===== src/rtl/fighter_control.sv =====
// Per-player fighter state: walking, jump physics, attack timing and combo detection,
// all advanced on a divided frame tick. Every output comes straight from a flop.
module fighter_control #(
    parameter int TICK_DIV      = 1_666_666,
    parameter int X_MIN         = 8,
    parameter int X_MAX         = 88,
    parameter int X_START       = 24,
    parameter int Y_GROUND      = 40,
    parameter int SPEED         = 1,
    parameter int JUMP_V        = 6,
    parameter int GRAVITY       = 1,
    parameter int MIRROR_START  = 0,
    parameter int ATTACK_TICKS  = 12,
    parameter int SPECIAL_TICKS = 24,
    parameter int SUPER_TICKS   = 48,
    parameter int COMBO_TIMEOUT = 30
) (
    input  logic       clk,
    input  logic       rst_n,
    input  logic       btn_left,
    input  logic       btn_right,
    input  logic       btn_up,
    input  logic       btn_down,
    input  logic       btn_attack,
    output logic [6:0] x,
    output logic [6:0] y,
    output logic       mirror,
    output logic       in_air,
    output logic       is_moving,
    output logic [1:0] character_state
);

    localparam int CNT_W  = (TICK_DIV > 1) ? $clog2(TICK_DIV) : 1;
    localparam int DUR_W  = $clog2(SUPER_TICKS + 1);
    localparam int IDLE_W = $clog2(COMBO_TIMEOUT + 1);

    localparam logic [CNT_W-1:0]  CNT_LAST   = CNT_W'(TICK_DIV - 1);
    localparam logic [IDLE_W-1:0] IDLE_LAST  = IDLE_W'(COMBO_TIMEOUT - 1);
    localparam logic signed [8:0] X_MIN_S    = 9'(X_MIN);
    localparam logic signed [8:0] X_MAX_S    = 9'(X_MAX);
    localparam logic signed [8:0] Y_GROUND_S = 9'(Y_GROUND);
    localparam logic signed [8:0] SPEED_S    = 9'(SPEED);
    localparam logic signed [8:0] JUMP_V_S   = 9'(JUMP_V);
    localparam logic signed [8:0] GRAVITY_S  = 9'(GRAVITY);
    localparam logic [6:0]        X_START_V  = 7'(X_START);
    localparam logic [6:0]        Y_GROUND_V = 7'(Y_GROUND);
    localparam logic              MIRROR_V   = 1'(MIRROR_START);

    typedef enum logic [1:0] {
        ST_IDLE    = 2'b00,
        ST_ATTACK  = 2'b01,
        ST_SPECIAL = 2'b10,
        ST_SUPER   = 2'b11
    } state_t;

    localparam logic [2:0] H_NONE = 3'd0;
    localparam logic [2:0] H_L    = 3'd1;
    localparam logic [2:0] H_R    = 3'd2;
    localparam logic [2:0] H_U    = 3'd3;
    localparam logic [2:0] H_D    = 3'd4;

    // History index 0 is the newest entry, so the oldest combo step sits in the MSBs.
    localparam logic [23:0] SUPER_SEQ   = {H_U, H_D, H_U, H_D, H_L, H_R, H_L, H_R};
    localparam logic [8:0]  SPECIAL_SEQ = {H_L, H_D, H_R};

    logic [CNT_W-1:0]   cnt_q, cnt_d;
    logic [4:0]         btn_prev_q, btn_prev_d;
    logic [6:0]         x_q, x_d, y_q, y_d;
    logic signed [8:0]  vy_q, vy_d;
    logic               in_air_q, in_air_d;
    logic               is_moving_q, is_moving_d;
    logic               mirror_q, mirror_d;
    state_t             state_q, state_d;
    logic [DUR_W-1:0]   dur_q, dur_d;
    logic [IDLE_W-1:0]  idle_q, idle_d;
    logic [7:0][2:0]    hist_q, hist_d;

    logic               tick;
    logic [4:0]         btn_now, press;
    logic [2:0]         dir_code;
    logic signed [8:0]  x_s, y_s;

    // Button bit order: 0 left, 1 right, 2 up, 3 down, 4 attack.
    assign btn_now = {btn_attack, btn_down, btn_up, btn_right, btn_left};
    assign press   = btn_now & ~btn_prev_q;
    assign tick    = (cnt_q == CNT_LAST);

    always_comb begin
        dir_code = H_NONE;
        if (press[0])      dir_code = H_L;
        else if (press[1]) dir_code = H_R;
        else if (press[2]) dir_code = H_U;
        else if (press[3]) dir_code = H_D;
    end

    always_comb begin
        cnt_d       = tick ? '0 : cnt_q + 1'b1;
        btn_prev_d  = btn_now;
        x_d         = x_q;
        y_d         = y_q;
        vy_d        = vy_q;
        in_air_d    = in_air_q;
        is_moving_d = is_moving_q;
        mirror_d    = mirror_q;
        state_d     = state_q;
        dur_d       = dur_q;
        idle_d      = idle_q;
        hist_d      = hist_q;
        x_s         = '0;
        y_s         = '0;

        if (tick) begin
            if (state_q == ST_IDLE && (btn_left ^ btn_right)) begin
                x_s = btn_left ? ($signed({2'b00, x_q}) - SPEED_S)
                               : ($signed({2'b00, x_q}) + SPEED_S);
                if (x_s < X_MIN_S)      x_d = X_MIN_S[6:0];
                else if (x_s > X_MAX_S) x_d = X_MAX_S[6:0];
                else                    x_d = x_s[6:0];
                mirror_d    = btn_left;
                is_moving_d = 1'b1;
            end else begin
                is_moving_d = 1'b0;
            end
        end

        // Launch takes effect on the next clock; a tick in the launch cycle does not move y.
        if (!in_air_q && press[2]) begin
            vy_d     = -JUMP_V_S;
            in_air_d = 1'b1;
        end else if (in_air_q && tick) begin
            y_s  = $signed({2'b00, y_q}) + vy_q;
            vy_d = vy_q + GRAVITY_S;
            if (y_s >= Y_GROUND_S) begin
                y_d      = Y_GROUND_V;
                vy_d     = '0;
                in_air_d = 1'b0;
            end else if (y_s < 9'sd0) begin
                y_d = '0;
            end else begin
                y_d = y_s[6:0];
            end
        end

        if (state_q == ST_IDLE && press[4]) begin
            if (hist_q == SUPER_SEQ) begin
                state_d = ST_SUPER;
                dur_d   = DUR_W'(SUPER_TICKS);
            end else if (hist_q[2:0] == SPECIAL_SEQ) begin
                state_d = ST_SPECIAL;
                dur_d   = DUR_W'(SPECIAL_TICKS);
            end else begin
                state_d = ST_ATTACK;
                dur_d   = DUR_W'(ATTACK_TICKS);
            end
            hist_d = '0;
            idle_d = '0;
        end else begin
            if (state_q != ST_IDLE && tick) begin
                if (dur_q <= DUR_W'(1)) begin
                    state_d = ST_IDLE;
                    dur_d   = '0;
                end else begin
                    dur_d = dur_q - 1'b1;
                end
            end
            if (dir_code != H_NONE) begin
                hist_d = {hist_q[6:0], dir_code};
                idle_d = '0;
            end else if (tick) begin
                if (idle_q == IDLE_LAST) begin
                    hist_d = '0;
                    idle_d = '0;
                end else begin
                    idle_d = idle_q + 1'b1;
                end
            end
        end
    end

    always_ff @(posedge clk) begin
        if (!rst_n) begin
            cnt_q       <= '0;
            btn_prev_q  <= '0;
            x_q         <= X_START_V;
            y_q         <= Y_GROUND_V;
            vy_q        <= '0;
            in_air_q    <= 1'b0;
            is_moving_q <= 1'b0;
            mirror_q    <= MIRROR_V;
            state_q     <= ST_IDLE;
            dur_q       <= '0;
            idle_q      <= '0;
            hist_q      <= '0;
        end else begin
            cnt_q       <= cnt_d;
            btn_prev_q  <= btn_prev_d;
            x_q         <= x_d;
            y_q         <= y_d;
            vy_q        <= vy_d;
            in_air_q    <= in_air_d;
            is_moving_q <= is_moving_d;
            mirror_q    <= mirror_d;
            state_q     <= state_d;
            dur_q       <= dur_d;
            idle_q      <= idle_d;
            hist_q      <= hist_d;
        end
    end

    assign x               = x_q;
    assign y               = y_q;
    assign mirror          = mirror_q;
    assign in_air          = in_air_q;
    assign is_moving       = is_moving_q;
    assign character_state = state_q;

endmodule


===== config.mk =====
export PLATFORM = sky130hd
export DESIGN_NAME = fighter_control
export DESIGN_NICKNAME = d
export VERILOG_FILES = /design/src/rtl/fighter_control.sv
export SDC_FILE = /design/constraint.sdc
export NUM_CORES = 1
export LEC_CHECK = 0
export ABC_AREA = 1
export BUFFER_PORTS_ARGS = -buffer_cell sky130_fd_sc_hd__buf_2
export CAP_MARGIN = 10
export CELL_PAD_IN_SITES_DETAIL_PLACEMENT = 0
export CELL_PAD_IN_SITES_GLOBAL_PLACEMENT = 1
export CORE_UTILIZATION = 35
export DETAILED_ROUTE_END_ITERATION = 12
export HOLD_SLACK_MARGIN = 0.06
export MAX_ROUTING_LAYER = met4
export PLACE_DENSITY = 0.77
export SYNTH_ARGS = -nofsm -noshare
export SYNTH_HDL_FRONTEND = slang
export SYNTH_SLANG_ARGS = --single-unit

===== constraint.sdc =====
create_clock -name clk -period 3.32 [get_ports clk]
set_input_delay 0.166 -clock clk [delete_from_list [all_inputs] [get_ports clk]]
set_output_delay 0.166 -clock clk [all_outputs]
set_load 0.05 [all_outputs]

After elaboration in Yosys (flattened, before gate mapping)
Cells that the tools add are included.
{"block": "totals", "reg_bits": 89, "latchBits": 0, "ramBits": 0, "mem_bits_ro": 0, "inputBits": 7, "out_inout_bits": 19, "elab_cells": 95, "mem_count": 0}
{"block": "classes", "n_addsub": 7, "mul": 0, "div": 0, "order_cmp": 5, "eq_ne": 4, "shifts": 0, "muxes": 30, "bitwise": 5, "n_reduce_logical": 24}
{"cell": "24-bit two-way mux", "n": 3}
{"cell": "9-bit two-way mux", "n": 4}
{"cell": "7-bit two-way mux", "n": 4}
{"cell": "24-bit by 23-bit == test with 1-bit output (second input constant)", "n": 1}
{"cell": "6-bit two-way mux", "n": 4}
{"cell": "21-bit by 1-bit adder with 21-bit output (second input constant)", "n": 1}
{"cell": "21-bit == test (second input constant)", "n": 1}
{"cell": "2-bit nonzero test", "n": 7}
{"cell": "3-bit two-way mux", "n": 4}
{"cell": "2-bit two-way mux", "n": 5}
{"cell": "5-bit two-way mux", "n": 2}
{"cell": "2-bit AND reduction", "n": 5}
{"cell": "8-bit by 9-bit adder with 9-bit output", "n": 1}
{"cell": "9-bit by 2-bit adder with 9-bit output (second input constant)", "n": 1}
{"cell": "9-bit by 7-bit == test with 1-bit output (second input constant)", "n": 1}
{"cell": "9-bit by 7-bit greater-or-equal comparator with 1-bit output (second input constant)", "n": 1}
{"cell": "9-bit by 8-bit > comparator with 1-bit output (second input constant)", "n": 1}
{"cell": "9-bit by 1-bit less-than comparator with 1-bit output (second input constant)", "n": 1}
{"cell": "9-bit by 5-bit less-than comparator with 1-bit output (second input constant)", "n": 1}
{"cell": "7-bit by 1-bit adder with 8-bit output (second input constant)", "n": 1}
{"cell": "7-bit by 1-bit subtractor with 8-bit output (second input constant)", "n": 1}
{"cell": "6-bit by 1-bit <= comparator with 1-bit output (second input constant)", "n": 1}
{"cell": "2-bit OR reduction", "n": 3}
{"cell": "6-bit by 1-bit subtractor with 6-bit output (second input constant)", "n": 1}
{"cell": "other kinds (12)", "n": 20}

Logic depth before layout (Yosys ltp)
{"block": "depth", "depth_word": 9, "mapped_depth": 16}

Least setup slack after synthesis
No wires, ideal clock.
{"block": "synth_path", "kind": "reg-to-reg", "startpoint": "register y_q[0], in the netlist y[0]", "endpoint": "register y_q[3], in the netlist y[3]", "setup_ns": 0.133, "arrival_ns": 2.079, "setup_slack_ns": 1.108, "path_stages_with_launch": 15, "path_buffers": 0, "synth_period_minus_slack_ns": 2.212, "path_cell_list": "dfxtp_1 -> ha_1 -> fa_1 -> nand3_1 -> nand2_1 -> nand2_1 -> nand2_1 -> nand2_1 -> nor2_1 -> nand2_1 -> nand3_1 -> nor2_1 -> nand2_1 -> nand2_1 -> nand3_1"}
{"block": "synth_via", "elab_chain_len": 4, "word_cells_on_any_way": 5, "cone_classes": "add/sub: 1; order compare: 2; mux: 2"}
{"item": "from (decl)", "line_no": "68", "source": "logic [6:0] x_q, x_d, y_q, y_d;"}
{"item": "from (signal assigned)", "line_no": "198", "source": "y_q <= y_d;"}
{"item": "8-bit by 9-bit adder with 9-bit output (*)", "line_no": "131", "source": "y_s = $signed({2'b00, y_q}) + vy_q;"}
{"item": "9-bit by 1-bit less-than comparator with 1-bit output", "line_no": "137", "source": "end else if (y_s < 9'sd0) begin"}
{"item": "7-bit two-way mux", "line_no": "137"}
{"item": "7-bit two-way mux (*)", "line_no": "133", "source": "if (y_s >= Y_GROUND_S) begin"}
Mark *: on every way between the ends. The rest lies on a longest branch, timed or not.
A chain may end at the register's enable or synchronous reset.

Worst setup path in the final report
{"block": "layout_path", "startpoint": "input port btn_up", "endpoint": "register hist_q[19] (netlist name)"}
{"block": "layout_via", "elab_chain_len": 7, "word_cells_on_any_way": 9, "cone_classes": "mux: 4; bitwise: 1; reduce/logical: 4"}
{"item": "from (decl)", "line_no": "22", "source": "input logic btn_up,"}
{"item": "5-bit bitwise AND (*)", "line_no": "85", "source": "assign press = btn_now & ~btn_prev_q;"}
{"item": "3-bit two-way mux (*)", "line_no": "92", "source": "else if (press[2]) dir_code = H_U;"}
{"item": "3-bit two-way mux (*)", "line_no": "91", "source": "else if (press[1]) dir_code = H_R;"}
{"item": "3-bit two-way mux (*)", "line_no": "90", "source": "if (press[0]) dir_code = H_L;"}
{"item": "3-bit nonzero test (*)", "line_no": "166", "source": "if (dir_code != H_NONE) begin"}
{"item": "2-bit nonzero test (no source line)"}
{"item": "2-bit AND reduction (no source line)"}
{"item": "to (signal assigned)", "line_no": "206", "source": "hist_q <= hist_d;"}
{"item": "to (decl)", "line_no": "76", "source": "logic [7:0][2:0] hist_q, hist_d;"}
Marked as above.

==> results by group <==
Clock tree
  – Root buffer cell: clkbuf_16
  – Worst skew pair latency: between 0.3 and 0.4 ns
  – CTS Sinks: approximately 90
  – CTS Buffer Depth: 2
  – Cts bufs inserted: 9
  – CTS tree: done
  – H-Tree Depth: 3
  – Clock slew at reported path FFs: approximately 0.060 ns

Layout
  – Synth-to-layout area growth: 13.1%
  – Total Nets Final: approximately 740
  – Final instance count without filler cells: around 890
  – Fraction of layout cells with a size suffix above 1: 0.109
  – ANT cells: 0

Run
  – Max-Cap Viols: 0

Outcome
  – Status: finished, final reports clean

Placed design
  – Inst Count DP: between 800 and 900
  – GP Congestion: 0.882
  – Port bufs: 25
  – DPL Wire Length: approximately 7600 um
  – Setup slack at placement: 1.12 ns

Power and ir drop
  – Leak: ~2.4 nW
  – Combinational power share: 0.092
  – Sw frac: 0.255
  – Flop pwr share: 0.487
  – Switching Power: 0.000585 W
  – Cell area power density: about 430 mW/mm^2
  – Pint: roughly 0.0017 W
  – Maximum VDD drop: about 0.00025 V
  – Clk network pwr share: 0.421

Yosys
  – Sequential area share after synthesis: 0.376
  – Number of synthesized flops with an enable pin: 0
  – Syn Std Cell Area: 0.00473 mm^2
  – Post-synth net total: ~710
  – Synth Flop Type: dfxtp_1
  – Cells after Synth: roughly 700
  – Synth area leaders: dfxtp_1, nand2_1, nand3_1
  – Avg Inst Size Synth: approximately 7.0 um^2
  – Warnings from Yosys: 0
  – Yosys top cell by area: dfxtp_1
  – Share of the synthesized area in the top cell type: 0.376
  – Synth unique cells: 37
  – Async SR Flop Fraction: 0
  – Seq cells post-synth: 89

Route
  – Total number of vias: between 4k and 5k
  – Post-route ant nets: 0
  – Initial DRC Count: about 150
  – Total wire length: approximately 11000 um
  – Routed len/inst: 11.8 um
  – Wire length on met2: around 5000 um
  – Post-route DRC: 0
  – Vias per cell: just under 5
  – WL met1: approximately 5000 um
  – Max Used Layer: met4
  – Met3 wire len: 430 um
  – Drt first pass iters: 6

Floorplan
  – Die width: between 100 and 150 um
  – Initial Utilization: 0.358
  – Die height: between 100 and 150 um
  – Cell row count: 42
  – Placeable Area: around 0.013 mm^2
  – Die ar.: ~0.014 mm^2
  – Ports: 26

Timing
  – Final Hold Vio Count: 0
  – Clk_skew: slightly below 0.006 ns
  – Rel. slew slack: 0.405
  – Setup violators final: 0
  – Final setup TNS: 0 ns
  – Worst-Margin Slew: just under 0.9 ns
  – Final worst setup slack: 0.975 ns
  – Clock period minus worst slack: approximately 2.3 ns
  – RSZ-0062 raised after global routing: false
  – Final period utilization: 0.706
  – Max Slew Vio Count: 0
  – FMAX: ~430 MHz

Worst setup path
  – Critical path arrival: around 2.6 ns
  – Setup crit start kind: primary input
  – Crit-path slowest cell: dlygate4sd3_1
  – Reg2Reg Depth: 13
  – Critical path peak fanout: 22
  – CP required: ~3.6 ns
  – CP endpoint kind: flop
  – Critical Path, Cell by Cell: dlygate4sd3_1 > buf_2 > inv_1 > nor2_1 > inv_1 > nand2_1 > nor3_1 > nand2_1 > nand2_1 > o21bai_2 > nor2_4 > nand2_1 > nand2_1
  – Crit path top cell by count: nand2_1
  – Worst path max stage delay: 0.52 ns
  – WS Path Type: primary input to flop

Global route
  – Vias in the first global route: about 4k
  – Initial antenna violation count: 0
  – First-pass GRT wire length: 18600 um
  – Grt total ovfl: 0
  – Total track usage: 0.169
  – Pin count of the biggest net entering global routing: 24

Min path
  – WHS Path Cells: 3
  – HP Class: primary input to flop
synthesized netlist by cell type, types with 4 or more instances:
library cell	count
ha_1	16
xor2_1	16
a21oi_1	39
nor2_2	5
nor3_1	13
o21ai_1	6
dfxtp_1	89
clkbuf_1	9
or2_2	4
o211ai_1	4
xnor2_1	8
o21ai_0	17
nor2_1	65
nor2_4	7
inv_2	9
nand2_1	181
nand3_1	67
inv_1	77
nand4_1	19
per-layer routing:
layer  vias up  track usage
met4         0       0.0753
li1       2261            -
met2        80        0.268
met5         -            -
met3        16       0.0328
met1      1944        0.208
cells by family after synthesis:
group                    after synthesis  synth area share
buffers and inverters                 98            0.0798
AO/OA/AOI/OAI                         70            0.0785
XOR/XNOR                              24            0.0444
flip-flops                            89             0.376
AND/OR/NAND/NOR                      383             0.374
adder cells (fa/ha/maj)               17            0.0465
layout make-up:
class | count | area (um^2)
flip-flops and latches | 89 | 1780
clock buffers | 13 | 260
multi-input cells | 494 | 2570
repair buffers | 31 | 180
clock inverters | 3 | 15.0
inverters | 86 | 323
well taps | 176 | 220
fillers | 1433 | 7890
sequential cells by signal, indices dropped and copies added (netlist names):
name / flops
in_air: 1
character_state: 2
mirror: 1
y: 7
idle_q: 5
x: 7
cnt_q: 21
is_moving: 1
vy_q: 9
dur_q: 6
btn_prev_q: 5
hist_q: 24
critical path: cells and delay by family:
family / cells / cell delay, ns
compound gates: 1 / 0.42
simple gates: 8 / 1.29
buf+inv: 4 / 0.74
worst paths after layout:
check	startpoint	to	slack, ns
max	btn_up	hist_q[19]	0.98
max reg2reg	vy_q[0]	y[2]	1.08
min	btn_left	btn_prev_q[0]	0.10
min reg2reg	hist_q[21]	hist_q[21]	0.45
power groups by stage:
stage,combinational (W),clock [W],sequential [W]
2_1_floorplan,0.000158,0,0.00114
3_3_place_gp,0.000206,0,0.00114
3_5_place_dp,0.000208,0,0.00114
4_1_cts,0.000213,0.000997,0.00112
5_1_grt,0.000246,0.00104,0.00112
6_report,0.000211,0.000965,0.00112
layout by cell type, fill, tap and decap left out, drive strengths merged:
cell type and n:
a21oi 39, and3 1, buf 27, clkbuf 13
clkinv 3, dfxtp 89, dlygate4sd3 4, fa 1
ha 16, inv 86, nand2 185, nand3 70
nand3b 2, nand4 19, nor2 77, nor3 15
nor3b 3, nor4 5, o211ai 4, o21a 1
o21ai 23, o21bai 1, o22ai 2, or2 6
xnor2 8, xor2 16
stage by stage:
| stage | util | hold WS [ns] | instance area (um^2) | total power [W] |
|---|---|---|---|---|
| 3_5_place_dp | 0.381 | 0.372 | 5040 | 0.00135 |
| 4_1_cts | 0.404 | 0.0937 | 5360 | 0.00233 |
| 3_3_place_gp | 0.381 | 0.369 | 5040 | 0.00135 |
| 5_1_grt | 0.404 | 0.122 | 5360 | 0.00241 |
| 2_1_floorplan | - | 0.259 | 4730 | 0.00130 |
| 6_report | 0.404 | 0.102 | 5360 | 0.00229 |
timing repair:
action                                  in CTS  in global routing
hold endpoints to repair                     4                  0
hold buffers                                 4                  0
buffers inserted                             0                  0
endpoints found under the setup margin       0                  0
resized for setup                            0                  0
Power figures use the tool's default switching activity.
